## src/rtl/mips_pipe_pkg.sv

```systemverilog
// Shared MIPS pipeline definitions: control-word bit positions, the ID/EX
// stage state type and the NOP control word.
package mips_pipe_pkg;

   localparam int CTRL_W = 25;

   // Control-word bit positions as produced by the ID control unit
   localparam int CTRL_LOAD       = 0;
   localparam int CTRL_MEMTOREG   = 1;
   localparam int CTRL_LOEN       = 2;
   localparam int CTRL_REGWE      = 3;
   localparam int CTRL_HIEN       = 4;
   localparam int CTRL_MEM_MUX    = 5;
   localparam int CTRL_DM_SE      = 6;
   localparam int CTRL_DM_SIZE_LO = 7;
   localparam int CTRL_DM_EN      = 9;
   localparam int CTRL_DM_RW      = 10;
   localparam int CTRL_ALUOP_LO   = 11;
   localparam int CTRL_S0S2_LO    = 15;
   localparam int CTRL_RSADDRMUX  = 18;
   localparam int CTRL_BASEADDR   = 19;
   localparam int CTRL_WDEST_LO   = 20;
   localparam int CTRL_CMUX       = 22;
   localparam int CTRL_JALADDER   = 23;
   localparam int CTRL_JUMP       = 24;

   // All-zero control word: no register, memory or HI/LO side effects
   localparam logic [CTRL_W-1:0] CTRL_NOP = '0;

   // ID/EX stage flow state
   typedef enum logic [1:0] {
      RUN       = 2'd0,
      LU_BUBBLE = 2'd1,
      HOLD      = 2'd2
   } id_ex_state_e;

endpackage

```

## src/rtl/load_use_detect.sv

```systemverilog
// Load-use hazard equation: the instruction in EX is a register-writing load
// to a non-zero register that the real instruction in ID reads.
module load_use_detect #(
   parameter int IDX_W = 5
) (
   input  logic             valid_ex,
   input  logic             load_ex,
   input  logic             regwe_ex,
   input  logic [IDX_W-1:0] dest_idx_ex,
   input  logic             valid_id,
   input  logic             rs_used_id,
   input  logic [IDX_W-1:0] rs_idx_id,
   input  logic             rt_used_id,
   input  logic [IDX_W-1:0] rt_idx_id,
   output logic             hazard_o
);

   logic rs_match;
   logic rt_match;

   // r0 is never written, so a load targeting it can never create a dependency
   always_comb begin
      rs_match = rs_used_id && (rs_idx_id == dest_idx_ex);
      rt_match = rt_used_id && (rt_idx_id == dest_idx_ex);
      hazard_o = valid_ex && load_ex && regwe_ex && (dest_idx_ex != '0) &&
                 valid_id && (rs_match || rt_match);
   end

endmodule

```

## src/rtl/id_ex_stage_reg.sv

```systemverilog
// ID/EX pipeline register with load-use bubble insertion, global stall and
// branch/jump flush. Define ID_EX_BUBBLE_CNT_EN to add a saturating count of
// inserted load-use bubbles on bubble_cnt_o.
module id_ex_stage_reg #(
   parameter int CTRL_W = 25,
   parameter int DATA_W = 32,
   parameter int IDX_W  = 5
`ifdef ID_EX_BUBBLE_CNT_EN
   ,
   parameter int CNT_W  = 32
`endif
) (
   input  logic              clk,
   input  logic              reset_n,
   input  logic [CTRL_W-1:0] ctrl_id,
   input  logic              valid_id,
   input  logic [DATA_W-1:0] pc8_id,
   input  logic [DATA_W-1:0] rs_data_id,
   input  logic [DATA_W-1:0] rt_data_id,
   input  logic [DATA_W-1:0] imm_id,
   input  logic [IDX_W-1:0]  rs_idx_id,
   input  logic [IDX_W-1:0]  rt_idx_id,
   input  logic [IDX_W-1:0]  dest_idx_id,
   input  logic              rs_used_id,
   input  logic              rt_used_id,
   input  logic              stall_i,
   input  logic              flush_i,
   output logic [CTRL_W-1:0] ctrl_ex,
   output logic              valid_ex,
   output logic [DATA_W-1:0] pc8_ex,
   output logic [DATA_W-1:0] rs_data_ex,
   output logic [DATA_W-1:0] rt_data_ex,
   output logic [DATA_W-1:0] imm_ex,
   output logic [IDX_W-1:0]  rt_idx_ex,
   output logic [IDX_W-1:0]  dest_idx_ex,
   output logic              cmux_o,
   output logic              pc_we_o,
   output logic              ifid_we_o
`ifdef ID_EX_BUBBLE_CNT_EN
   ,
   output logic [CNT_W-1:0]  bubble_cnt_o
`endif
);

   import mips_pipe_pkg::*;

   id_ex_state_e      state_q, state_d;
   logic [CTRL_W-1:0] ctrl_q, ctrl_d;
   logic              valid_q, valid_d;
   logic [DATA_W-1:0] pc8_q, pc8_d;
   logic [DATA_W-1:0] rs_data_q, rs_data_d;
   logic [DATA_W-1:0] rt_data_q, rt_data_d;
   logic [DATA_W-1:0] imm_q, imm_d;
   logic [IDX_W-1:0]  rt_idx_q, rt_idx_d;
   logic [IDX_W-1:0]  dest_idx_q, dest_idx_d;
   logic              hazard_raw;
   logic              hazard;

   load_use_detect #(.IDX_W(IDX_W)) u_detect (
      .valid_ex    (valid_q),
      .load_ex     (ctrl_q[CTRL_LOAD]),
      .regwe_ex    (ctrl_q[CTRL_REGWE]),
      .dest_idx_ex (dest_idx_q),
      .valid_id    (valid_id),
      .rs_used_id  (rs_used_id),
      .rs_idx_id   (rs_idx_id),
      .rt_used_id  (rt_used_id),
      .rt_idx_id   (rt_idx_id),
      .hazard_o    (hazard_raw)
   );

   // The bubble sitting in EX already clears the equation; gating on the
   // bubble state keeps a single bubble per load-use pair by construction
   always_comb begin
      hazard = hazard_raw && (state_q != LU_BUBBLE);
   end

   // Next-state and hazard-unit outputs; priority is flush, stall, hazard, load
   always_comb begin
      state_d    = stall_i ? HOLD : RUN;
      ctrl_d     = ctrl_q;
      valid_d    = valid_q;
      pc8_d      = pc8_q;
      rs_data_d  = rs_data_q;
      rt_data_d  = rt_data_q;
      imm_d      = imm_q;
      rt_idx_d   = rt_idx_q;
      dest_idx_d = dest_idx_q;
      cmux_o     = 1'b1;
      pc_we_o    = 1'b1;
      ifid_we_o  = 1'b1;
      if (flush_i) begin
         ctrl_d     = CTRL_W'(CTRL_NOP);
         valid_d    = 1'b0;
         pc8_d      = '0;
         rs_data_d  = '0;
         rt_data_d  = '0;
         imm_d      = '0;
         rt_idx_d   = '0;
         dest_idx_d = '0;
      end else if (stall_i) begin
         pc_we_o   = 1'b0;
         ifid_we_o = 1'b0;
      end else if (hazard) begin
         state_d   = LU_BUBBLE;
         ctrl_d    = CTRL_W'(CTRL_NOP);
         valid_d   = 1'b0;
         cmux_o    = 1'b0;
         pc_we_o   = 1'b0;
         ifid_we_o = 1'b0;
      end else begin
         ctrl_d     = ctrl_id;
         valid_d    = valid_id;
         pc8_d      = pc8_id;
         rs_data_d  = rs_data_id;
         rt_data_d  = rt_data_id;
         imm_d      = imm_id;
         rt_idx_d   = rt_idx_id;
         dest_idx_d = dest_idx_id;
      end
   end

   // Stage registers; reset leaves a NOP in EX and the flow state in RUN
   always_ff @(posedge clk or negedge reset_n) begin
      if (!reset_n) begin
         state_q    <= RUN;
         ctrl_q     <= '0;
         valid_q    <= 1'b0;
         pc8_q      <= '0;
         rs_data_q  <= '0;
         rt_data_q  <= '0;
         imm_q      <= '0;
         rt_idx_q   <= '0;
         dest_idx_q <= '0;
      end else begin
         state_q    <= state_d;
         ctrl_q     <= ctrl_d;
         valid_q    <= valid_d;
         pc8_q      <= pc8_d;
         rs_data_q  <= rs_data_d;
         rt_data_q  <= rt_data_d;
         imm_q      <= imm_d;
         rt_idx_q   <= rt_idx_d;
         dest_idx_q <= dest_idx_d;
      end
   end

   assign ctrl_ex     = ctrl_q;
   assign valid_ex    = valid_q;
   assign pc8_ex      = pc8_q;
   assign rs_data_ex  = rs_data_q;
   assign rt_data_ex  = rt_data_q;
   assign imm_ex      = imm_q;
   assign rt_idx_ex   = rt_idx_q;
   assign dest_idx_ex = dest_idx_q;

`ifdef ID_EX_BUBBLE_CNT_EN
   logic [CNT_W-1:0] bubble_cnt_q, bubble_cnt_d;

   // Count bubbles actually inserted, sticking at all-ones
   always_comb begin
      bubble_cnt_d = bubble_cnt_q;
      if (hazard && !stall_i && !flush_i && (bubble_cnt_q != '1)) begin
         bubble_cnt_d = bubble_cnt_q + 1'b1;
      end
   end

   // Bubble counter register
   always_ff @(posedge clk or negedge reset_n) begin
      if (!reset_n) begin
         bubble_cnt_q <= '0;
      end else begin
         bubble_cnt_q <= bubble_cnt_d;
      end
   end

   assign bubble_cnt_o = bubble_cnt_q;
`endif

endmodule

```

## config.mk

```make
export PLATFORM = sky130hd
export DESIGN_NAME = id_ex_stage_reg
export DESIGN_NICKNAME = d
export VERILOG_FILES = /design/src/rtl/mips_pipe_pkg.sv /design/src/rtl/load_use_detect.sv /design/src/rtl/id_ex_stage_reg.sv
export SDC_FILE = /design/constraint.sdc
export NUM_CORES = 1
export LEC_CHECK = 0
export CAP_MARGIN = 20
export CELL_PAD_IN_SITES_DETAIL_PLACEMENT = 1
export CELL_PAD_IN_SITES_GLOBAL_PLACEMENT = 1
export CORE_MARGIN = 2
export CORE_UTILIZATION = 37
export CTS_CLUSTER_DIAMETER = 120
export DETAILED_ROUTE_END_ITERATION = 16
export HOLD_SLACK_MARGIN = 0.05
export MAX_ROUTING_LAYER = met4
export PLACE_DENSITY_LB_ADDON = 0.15
export SLEW_MARGIN = 40
export SYNTH_ARGS = -nofsm -noshare
export SYNTH_HDL_FRONTEND = slang
export SYNTH_SLANG_ARGS = --single-unit
```

## constraint.sdc

```tcl
create_clock -name clk -period 4.97 [get_ports clk]
set_clock_uncertainty 0.2 [all_clocks]
set_input_delay 0.7455 -clock clk [delete_from_list [all_inputs] [get_ports clk]]
set_output_delay 0.7455 -clock clk [all_outputs]
set_load 0.01 [all_outputs]
```

Word-level counts from Yosys, hierarchy flattened --
Cells that the tools add are included.
Storage, ports and cells: bits in registers 166, latch bits 0, bits in writable memories 0, memory bits (read-only) 0, bits of input ports 175, output and inout bits 167, logic and storage cells 58, memories 0
Cells by class: add/sub/neg operators 0, multiply operators 0, div/mod/pow operators 0, $lt $le $gt $ge 0, eq/ne operators 5, shifts and indexed selects 0, muxes and demuxes 33, bitwise operators 0, reductions and logical operators 11
Operator list (count):
- 32-bit two-way mux | 12
- 25-bit two-way mux | 3
- 5-bit two-way mux | 6
- 5-bit == test | 2
- 1-bit logical AND | 8
- 1-bit two-way mux | 8
- 2-bit two-way mux | 4
- 5-bit nonzero test | 1
- 2-bit by 1-bit inequality test with 1-bit output, second input constant | 2
- 2-bit inequality test, second input constant | 1
- 2-bit AND reduction | 1
- 1-bit logical OR | 1

Logic depth before layout (Yosys ltp) --
Gate-level depths: netlist (run 1).
word-level depth 9, mapped depth 9, depth with buffers taken out 5

Cells and area by module --
From an unflattened synthesis (run 1), not the netlist that was laid out.
Second synthesis, totals: cell total of the unflattened synthesis 395, area total of the unflattened synthesis 5994.5 µm²
By module, submodules not included:
- id_ex_stage_reg | instances 1, cells an instance 377, area each 5854.4 µm², sequential area each 4154.0 µm²
- load_use_detect | instances 1, cells an instance 18, area each 140.1 µm², sequential area each 0.0 µm²

Worst setup path after synthesis (run 1) --
No wires, ideal clock.
kind input -> output, from in rt_idx_id[2], to out pc_we_o, data arrival time 2.379 ns, required time 4.024 ns, slack 1.645 ns, stages 9, path buffers 4, cells stage by stage xnor2_1 > and2_0 > a32oi_2 > buf_6 > buf_2 > buf_4 > nor2_1 > o21ai_0 > buf_4
On the way: longest elaborated chain between the ends 8
RTL lines:
- from (decl) | line id_ex_stage_reg.sv:22 | input logic [IDX_W-1:0] rt_idx_id,
- 5-bit == test | line load_use_detect.sv:24 | rt_match = rt_used_id && (rt_idx_id == dest_idx_ex);
- 1-bit logical AND | line load_use_detect.sv:24
- 1-bit logical OR | line load_use_detect.sv:26 | valid_id && (rs_match || rt_match);
- 1-bit logical AND | line load_use_detect.sv:26
- 1-bit logical AND | line id_ex_stage_reg.sv:75 | hazard = hazard_raw && (state_q != LU_BUBBLE);
- 1-bit two-way mux (3 in series)
- to (decl) | line id_ex_stage_reg.sv:37 | output logic pc_we_o,
No other way between the ends.

Final worst setup path (run 1) --
from in rt_idx_id[4], to out pc_we_o
On the way: longest elaborated chain between the ends 8
RTL lines:
- 5-bit == test | line load_use_detect.sv:24
- 1-bit logical AND | line load_use_detect.sv:24
- 1-bit logical OR | line load_use_detect.sv:26
- 1-bit logical AND | line load_use_detect.sv:26
- 1-bit logical AND | line id_ex_stage_reg.sv:75
- 1-bit two-way mux | line id_ex_stage_reg.sv:104 | end else if (hazard) begin
- 1-bit two-way mux | line id_ex_stage_reg.sv:101 | end else if (stall_i) begin
- 1-bit two-way mux | line id_ex_stage_reg.sv:92 | if (flush_i) begin
No other way between the ends.

==> results.md, run 1 <==
* Maxcap violations at 0
* Setup tns final at 0 ps
* Peak Freq at 255.3 MHz
* Final core utilization at 52.18%
* Mapped Area at 9960 sq um
* Syn Nets at 1,263
* Die width at 168.1 microns
* First-pass GRT wire length at 57.11 mm
* DRC Markers at 0
* Netlist cell types at 33
* Starting DRC count in detailed routing at between 800 and 900
* Final period utilization at 78.82%
* Post-route worst setup slack at 1053 ps
* Nets@finish at 1,505
* CTS Buf Count at 17
* Port Buffers at 341
* # IOs at roughly 340
* Setup crit start kind: input port
* Clock slew at reported path FFs at 70 ps
* Total track usage at 25.69%
* Endpoints failing hold at 0
* FP Rows at 60
* Initial antenna violation count at 2
* Starting density of the core at 37.27%
* Max FO, Critical Path at 3
* Dpl ws at 1123 ps
* Drt first pass iters at 5
* Die height at 168.1 microns
* CTS tree: done
* Largest net degree at the start of global routing at 163
* Worst hold slack at 301.1 ps
* Detailed-route via count at about 10,000
* Register bit total from synthesis at 166
* GR Overflow Total at 0
* Worst EP required at 4020 ps
* Longest Clk Path Bufs at 2
* Clk root buf: clkbuf_16
* Synth top area cells: dfrtp_1, or4b_1, a22oi_1, and3_1, nand3_1
* Die ar. at 28,250 sq um
* Crit end category: output port
* Routed Antenna Nets at 0
* Post-synth EDFFs at 0
* Area leader, netlist: dfrtp_1
* Kind of critical path: in -> out
* CP arrival at 2970 ps
* Count leader, synth: dfrtp_1
* Area Overhead vs Synth at 40.01%
* Outcome: finished, final reports clean
* Synth async-reset ratio at 100.0%
* RD Place Congestion at 0.7991
* Synth Warn # at 0
* Worst-margin pin slew at 843.3 ps
* Pwr Density at 272.9 nW/um^2
* Vias in the first global route at 10,130
* Share of cells above drive strength 1 at around 4.4%
* Avg WL per Cell at 21.44 microns
* Worst slew margin at 43.57%
* Syn Area/Cell at 9.154 sq um
* Core Region at 26,730 sq um
* Post-Layout Cell Count at around 1,700
* Final setup vio count at 0
* Share of the synthesized area in the top cell type at 41.71%
* Sink Count at 166
* Post-CTS Setup Bufs at 0
* Static Leak at approximately 6 nW
* Hold Path Class: reg -> reg
* Final Max Slew Viols at 0
* Wirelength, routed at roughly 36 mm
* Drt via density at 5.910
* RSZ-0062 raised after global routing: false
* Hold buffer count at cts at 0
* Sequential fraction of the synthesis area at 41.71%
* Most instantiated cells after synthesis: dfrtp_1, nand2_1, and3_1
* H-tree Lvls at 4
* Post_cts resized at 0
* Placed cells at 1,650
* Post-DP HPWL at 22.07 mm
* Cells after synthesis at 1,088
* Clk_lat worst skew at 430 ps
* Main synth FF type: dfrtp_1
* Worst IR Drop VDD at 167.8 uV
* Min cycle time layout at between 3000 and 4000 ps
-- cells by family (layout without fill, tap and decap cells) --
group | after synthesis | after routing | share of synthesized area [%]
xor+xnor | 10 | 10 | 0.8795
other cells | 0 | 2 | 0
buf+inv | 141 | 395 | 7.198
compound gates | 197 | 197 | 14.67
flops | 166 | 166 | 41.71
simple gates | 574 | 574 | 35.54
-- worst paths after layout --
check | cells past startpoint | startpoint | slack [ps] | endpoint
min in group asynchronous | 2 | reset_n | 570 | ctrl_ex[11]$_DFFE_PN0P_
min reg2reg | 1 | ctrl_ex[24]$_DFFE_PN0P_ | 300 | ctrl_ex[24]$_DFFE_PN0P_
min | 1 | ctrl_ex[24]$_DFFE_PN0P_ | 300 | ctrl_ex[24]$_DFFE_PN0P_
max | 7 | rt_idx_id[4] | 1050 | pc_we_o
max reg2reg | 7 | dest_idx_ex[4]$_DFFE_PN0P_ | 1720 | imm_ex[18]$_DFFE_PN0P_
max in group asynchronous | 3 | reset_n | 3280 | pc8_ex[30]$_DFFE_PN0P_
-- through the flow --
stage	instance area [sq um]	total power, mW
2_1_floorplan	9960	1.931
3_3_place_gp	13280	2.434
3_5_place_dp	13320	2.453
4_1_cts	13900	3.850
5_1_grt	13940	3.967
6_report	13940	3.806
-- power by group --
group | switching [mW] | internal, mW | leakage [nW] | total (mW)
clock | 0.615 | 0.761 | 0.275 | 1.38
sequential | 0.0995 | 1.47 | 2.13 | 1.57
combinational | 0.394 | 0.468 | 3.55 | 0.861
total | 1.11 | 2.70 | 5.96 | 3.81
-- placed cells by master (no fill, tap or decap), drive strengths merged, types with 4 or more instances in the layout --
cell type and instances:
clkdlybuf4s50 339, dfrtp 166, nand2 159, and3 134, or4b 133, nand3 133
a22oi 129, o211ai 25, a21oi 25, buf 21, clkbuf 19, xor2 8
inv 7, a32o 5, nor4b 5, a311o 5, a32oi 5, clkinvlp 4
-- layout make-up --
class	count	area [sq um]
clock buffers	19	442.9
flip-flops and latches	166	4154
clock inverters	12	141.4
diodes	2	5.005
repair buffers	361	3641
multi-input cells	781	5119
fillers	2990	12780
inverters	3	15.01
well taps	341	426.7
-- sequential cells by signal, summed over array words and instances (netlist names) --
signal	count
state_q	2
imm_ex	32
pc8_ex	32
rt_data_ex	32
ctrl_ex	25
valid_ex	1
dest_idx_ex	5
rs_data_ex	32
rt_idx_ex	5
-- routing by layer --
| metal | routed length, microns | GRT usage, % | up-vias |
|---|---|---|---|
| met1 | 16490 | 34.16 | 5021 |
| li1 | - | - | 4631 |
| met2 | 16820 | 39.62 | 266 |
| met5 | 0 | - | - |
| met4 | 850 | 8.208 | 0 |
| met3 | 1964 | 5.125 | 40 |
-- critical path, stage by stage --
cell and delay, ps:
clkdlybuf4s50_1 450, xor2_1 170, nor4_1 540, a32oi_4 150
nor2_1 230, o21ai_0 160, clkdlybuf4s50_1 510
(Power assumes the default switching activity.)
==> inputs of run 2 (changes only) <==
--- a/config.mk
+++ b/config.mk
@@ -9,7 +9,7 @@
 export CELL_PAD_IN_SITES_DETAIL_PLACEMENT = 1
 export CELL_PAD_IN_SITES_GLOBAL_PLACEMENT = 1
 export CORE_MARGIN = 2
-export CORE_UTILIZATION = 37
+export CORE_UTILIZATION = 31
 export CTS_CLUSTER_DIAMETER = 120
 export DETAILED_ROUTE_END_ITERATION = 16
 export HOLD_SLACK_MARGIN = 0.05
==> constraint.sdc (replaced) <==
create_clock -name clk -period 3.4 [get_ports clk]
set_clock_uncertainty 0.2 [all_clocks]
set_input_delay 0.51 -clock clk [delete_from_list [all_inputs] [get_ports clk]]
set_output_delay 0.51 -clock clk [all_outputs]
set_load 0.01 [all_outputs]
==> run 2 against run 1 <==
Critical path depth decreased by 1. Clock power increased by 53%. Count of clock-buffer cells in the layout is 5 higher. Non-clock buffer count rose by 8. Worst setup slack lost 860 ps. Total power increased by 50%. First-iteration DRC count down 29%. Die area rose by 19%. Sequential power is 46% higher. Design area increased by 1.8%. Hold slack improved by 26 ps. Critical path type is now reg -> out. Highest routed layer unchanged.
==> results.md, run 2 (same netlist as run 1, synthesis figures left out) <==
* Detailed-route via count at 9,967
* Worst slew margin at 52.23%
* Nets@finish at 1,513
* GR Overflow Total at 0
* First-pass GRT wire length at ~58 mm
* Worst-margin pin slew at 716.5 ps
* # IOs at ~340
* HP Start: ctrl_ex[8]$_DFFE_PN0P_
* Final period utilization at 94.44%
* Largest net degree at the start of global routing at 166
* Wirelength, routed at 37.09 mm
* Combinational share of power at 22.5%
* Setup tns final at 0 ps
* Dpl ws at 27.59 ps
* Pwr Density at 400.9 nW/um^2
* Core Region at 31,640 sq um
* Vias in the first global route at 10,070
* Crit end category: output port
* RD Place Congestion at 0.7599
* CTS Buf Count at 17
* Drt via density at 5.686
* Setup crit start kind: register
* Min cycle time layout at 3211 ps
* Post-CTS Setup Bufs at 0
* Area Overhead vs Synth at 42.50%
* Hold Path Depth at 2
* Area of the multi-input gates at a little over 5000 sq um
* Share of power burned in registers at 40.4%
* Outcome: finished, final reports clean
* Peak Freq at 311.4 MHz
* Sw power at 1.572 mW
* Worst reg-to-reg setup slack at 590 ps
* Kind of critical path: reg -> out
* Max FO, Critical Path at 6
* Sink Count at 166
* Maxcap violations at 0
* Worst hold slack at 326.6 ps
* Clock slew at reported path FFs at 70 ps
* Hold Path Class: reg -> reg
* DRC Markers at 0
* Die height at 183.2 microns
* Worst R2R End: pc8_ex[30]$_DFFE_PN0P_
* Reg-to-reg startpoint: dest_idx_ex[1]$_DFFE_PN0P_
* Starting density of the core at 31.48%
* FF-to-FF path depth at 8
* Endpoints failing hold at 0
* CP arrival at approximately 2500 ps
* Post-DP HPWL at 22.53 mm
* Static Leak at 6.054 nW
* Reg area at 4158 sq um
* Worst IR Drop VDD at 336.8 uV
* Sw frac at 27.62%
* Clk_lat worst skew at between 400 and 500 ps
* Avg WL per Cell at around 21 microns
* Most frequent cells in the layout: clkdlybuf4s50_1, dfrtp_1, nand2_1
* Starting DRC count in detailed routing at approximately 570
* Clk root buf: clkbuf_16
* Routed Antenna Nets at 0
* FP Rows at 65
* Most common cell after layout, fill and taps aside: clkdlybuf4s50_1
* Drt first pass iters at 5
* Internal power at 4.118 mW
* Antenna fix cells at 0
* Clk network pwr share at between 30% and 40%
* Die width at 183.2 microns
* Worst EP required at 2690 ps
* Port Buffers at 341
* Final Max Slew Viols at 0
* RSZ-0062 raised after global routing: false
* CTS tree: done
* Final setup vio count at 0
* Total track usage at between 20% and 30%
* H-tree Lvls at 4
* Share of cells above drive strength 1 at 5.403%
* Initial antenna violation count at 0
* Hold endpoint: ctrl_ex[8]$_DFFE_PN0P_
* Post-route worst setup slack at 189.0 ps
* Die ar. at 33,580 sq um
* Longest Clk Path Bufs at 2
* Layout fillers at 3,535
-- run 2: routing by layer --
metal / up-vias / track usage (%) / wire length (microns)
li1: 4611 / - / -
met1: 5073 / 29.69 / 17070
met2: 259 / 33.95 / 17340
met3: 24 / 5.222 / 2167
met4: 0 / 5.184 / 506
met5: - / - / 0
-- run 2: how the worst max path moves through the flow --
| stage | slack (ps) | end | startpoint |
|---|---|---|---|
| final | 190 | cmux_o | dest_idx_ex[1]$_DFFE_PN0P_ |
| after detailed placement | 30 | pc_we_o | rs_idx_id[3] |
| after floorplan | 440 | pc_we_o | dest_idx_ex[0]$_DFFE_PN0P_ |
| after CTS | 20 | ifid_we_o | dest_idx_ex[1]$_DFFE_PN0P_ |
| after global placement | 80 | ifid_we_o | rs_idx_id[3] |
| after global routing | 30 | cmux_o | dest_idx_ex[1]$_DFFE_PN0P_ |
-- run 2: final cells by class --
class	instances	share of cell area [%]
inverters	3	0.1058
repair buffers	369	26.52
well taps	402	3.544
clock buffers	24	3.606
multi-input cells	781	36.10
flip-flops and latches	166	29.30
clock inverters	8	0.8287
-- run 2: critical path, cell delays in order, from the launching register on --
cell	delay, ps
dfrtp_2	490
xor2_1	200
nor4_2	400
a32oi_4	190
nor2_2	200
nand2_1	80
clkdlybuf4s50_1	490
-- run 2: power by group through the flow --
stage	clock network, mW	registers [mW]	logic (mW)
floorplan	0	2.38	0.444
global placement	0	2.32	1.27
detailed placement	0	2.33	1.29
global route	2.25	2.32	1.38
CTS	2.19	2.30	1.30
finish	2.11	2.30	1.28
-- run 2: per-stage QoR --
step,instance area [sq um],power [mW],util [%],std cells
floorplan,9960,2.823,-,1088
global placement,13540,3.596,42.81,1720
detailed placement,13550,3.617,42.82,1720
CTS,14190,5.779,44.84,1753
global route,14190,5.948,44.86,1753
finish,14190,5.690,44.86,1753
-- run 2: what timing repair did --
action / in CTS / in global routing
hold buffers: 1 / 0
setup endpoints to repair: 2 / 2
pin swaps: 0 / 1
endpoints found under the hold margin: 56 / 0
gates resized for setup: 3 / 3
gates cloned: 0 / 0
==> inputs of run 3 (changes only) <==
--- a/config.mk
+++ b/config.mk
@@ -5,7 +5,6 @@
 export SDC_FILE = /design/constraint.sdc
 export NUM_CORES = 1
 export LEC_CHECK = 0
-export CAP_MARGIN = 20
 export CELL_PAD_IN_SITES_DETAIL_PLACEMENT = 1
 export CELL_PAD_IN_SITES_GLOBAL_PLACEMENT = 1
 export CORE_MARGIN = 2
@@ -14,7 +13,7 @@
 export DETAILED_ROUTE_END_ITERATION = 16
 export HOLD_SLACK_MARGIN = 0.05
 export MAX_ROUTING_LAYER = met4
-export PLACE_DENSITY_LB_ADDON = 0.15
+export PLACE_DENSITY = 0.89
 export SLEW_MARGIN = 40
 export SYNTH_ARGS = -nofsm -noshare
 export SYNTH_HDL_FRONTEND = slang
==> run 3 against run 2 <==
Global-route usage rose by 0.48 points. Hold slack got worse by 3.6 ps. Critical path depth fell by 1. Die area did not move. Utilization rose by 0.11 points. Design area rose by 0.24%. Maximum frequency fell by 1.5%. Critical endpoint is now ifid_we_o. Largest power group unchanged. Highest routed layer unchanged.
==> results.md, run 3 (same netlist as run 1, synthesis figures left out) <==
* Outcome: finished, final reports clean
* Worst EP required at 2690 ps
* Sink Count at 166
* Total track usage at ~23%
* Sequence of cells on the critical path: or4_1 -> o221ai_4 -> nor2_2 -> o21ai_2 -> clkdlybuf4s50_1
* Die ar. at 33,580 sq um
* RD Place Congestion at 0.7935
* Final period utilization at 95.88%
* Final setup vio count at 0
* Wirelength, routed at 37.44 mm
* FP Rows at between 60 and 70
* Drt first pass iters at 5
* Max FO, Critical Path at 6
* Area Overhead vs Synth at 42.84%
* Detailed-route via count at between 10,000 and 15,000
* Drt via density at between 5 and 6
* Routed Antenna Nets at 0
* CTS Buf Count at 17
* Clk_lat worst skew at 430 ps
* Avg WL per Cell at between 20 and 25 microns
* Post-DP HPWL at 23.80 mm
* Slowest stage delay, CP at between 600 and 700 ps
* Setup tns final at 0 ps
* DRC Markers at 0
* Clock slew at reported path FFs at ~80 ps
* CTS tree: done
* Vias in the first global route at around 11,000
* Worst slew margin at 46.02%
* Port Buffers at 341
* Maxcap violations at 0
* Post-CTS Setup Bufs at 0
* Worst IR Drop VDD at 317.4 uV
* First-pass GRT wire length at 59.40 mm
* Nets@finish at between 1,500 and 2,000
* Placed cells at 1,721
* Static Leak at 6.056 nW
* Longest Clk Path Bufs at 2
* # IOs at 342
* Total power at 5.682 mW
* Cell area after layout at 14,230 sq um
* Die width at 183.2 microns
* Endpoints failing hold at 0
* Dpl ws at -5.606 ps
* Hold Path Class: reg -> reg
* Most common cell after layout, fill and taps aside: clkdlybuf4s50_1
* Initial antenna violation count at 1
* Crit-path leading delay family: simple AND/OR/NAND/NOR gates
* Die height at around 180 microns
* DP Area at 13,590 sq um
* GR Overflow Total at 0
* Kind of critical path: reg -> out
* Core Region at 31,640 sq um
* H-tree Lvls at 4
* Starting DRC count in detailed routing at slightly below 700
* Share of cells above drive strength 1 at 5.329%
* Setup crit start kind: register
* Largest net degree at the start of global routing at 147
* Clk root buf: clkbuf_16
* Worst-margin pin slew at ~810 ps
* Critical path's slowest cell: or4_1
* Final Max Slew Viols at 0
* Crit end category: output port
* CP arrival at 2550 ps
* Min cycle time layout at 3260 ps
* Post-Layout Cell Count at 1,754
* RSZ-0062 raised after global routing: false
* Pwr Density at 399.4 nW/um^2
* Peak Freq at 306.8 MHz
* WP buf/inv at 1
* Post-route worst setup slack at 140.2 ps
* Most frequent cells in the layout: clkdlybuf4s50_1, dfrtp_1, nand2_1
* Starting density of the core at 31.48%
-- run 3: changes by cell type in the layout (fill, tap and decap cells not counted), moves of 2 or more --
cell and delta:
dfrtp_2 -2, clkbuf_8 -3, buf_12 +3, inv_6 +2, dfrtp_1 +2, buf_4 -2
clkdlybuf4s50_1 +2, clkinv_4 +3, clkinv_2 -3
-- run 3: path summary, 6_finish.rpt --
kind	start	to	slack (ps)	depth (start not counted)
setup / recovery	dest_idx_ex[0]$_DFFE_PN0P_	ifid_we_o	140	5
hold / removal	ctrl_ex[24]$_DFFE_PN0P_	ctrl_ex[24]$_DFFE_PN0P_	320	1
setup reg to reg	dest_idx_ex[0]$_DFFE_PN0P_	rs_data_ex[20]$_DFFE_PN0P_	620	7
hold reg to reg	ctrl_ex[24]$_DFFE_PN0P_	ctrl_ex[24]$_DFFE_PN0P_	320	1
max in group asynchronous	reset_n	rs_data_ex[8]$_DFFE_PN0P_	1740	3
min in group asynchronous	reset_n	ctrl_ex[10]$_DFFE_PN0P_	490	2
-- run 3: metrics by stage --
step | util (%) | hold WS [ps]
6_report | 44.97 | 323.0
5_1_grt | 44.97 | 346.1
4_1_cts | 44.90 | 324.4
3_5_place_dp | 42.95 | 307.1
3_3_place_gp | 42.95 | 284.9
2_1_floorplan | - | 14.41
-- run 3: per-layer routing --
layer  track usage [%]  up-vias  part of all wire [%]
met2             37.47      299                    50
li1                  -     4633                     -
met4             8.064        0                   2.7
met3             4.527       60                   5.4
met1             27.47     5211                    42
met5                 -        -                     0
-- run 3: where the power goes --
group	internal, mW	total, mW	switching (mW)
clock network	1.20	2.09	0.893
registers	2.15	2.30	0.147
logic	0.704	1.29	0.589
total	4.05	5.68	1.63
-- run 3: repair_timing --
| action | CTS | global route |
|---|---|---|
| resized for setup | 2 | 3 |
| endpoints found under the hold margin | 75 | 0 |
| setup endpoints to repair | 2 | 3 |
| cloned | 0 | 0 |
| hold buffers | 1 | 0 |
| pin swaps | 0 | 1 |
-- run 3: layout make-up --
type / instances / area (sq um)
Clock buffer: 21 / 460.4
Timing Repair Buffer: 370 / 3810
Sequential cell: 166 / 4155
Clock inverter: 10 / 146.4
Tap cell: 402 / 503.0
Fill cell: 3532 / 17410
Inverter: 3 / 15.01
Antenna cell: 1 / 2.502
Multi-Input combinational cell: 781 / 5134
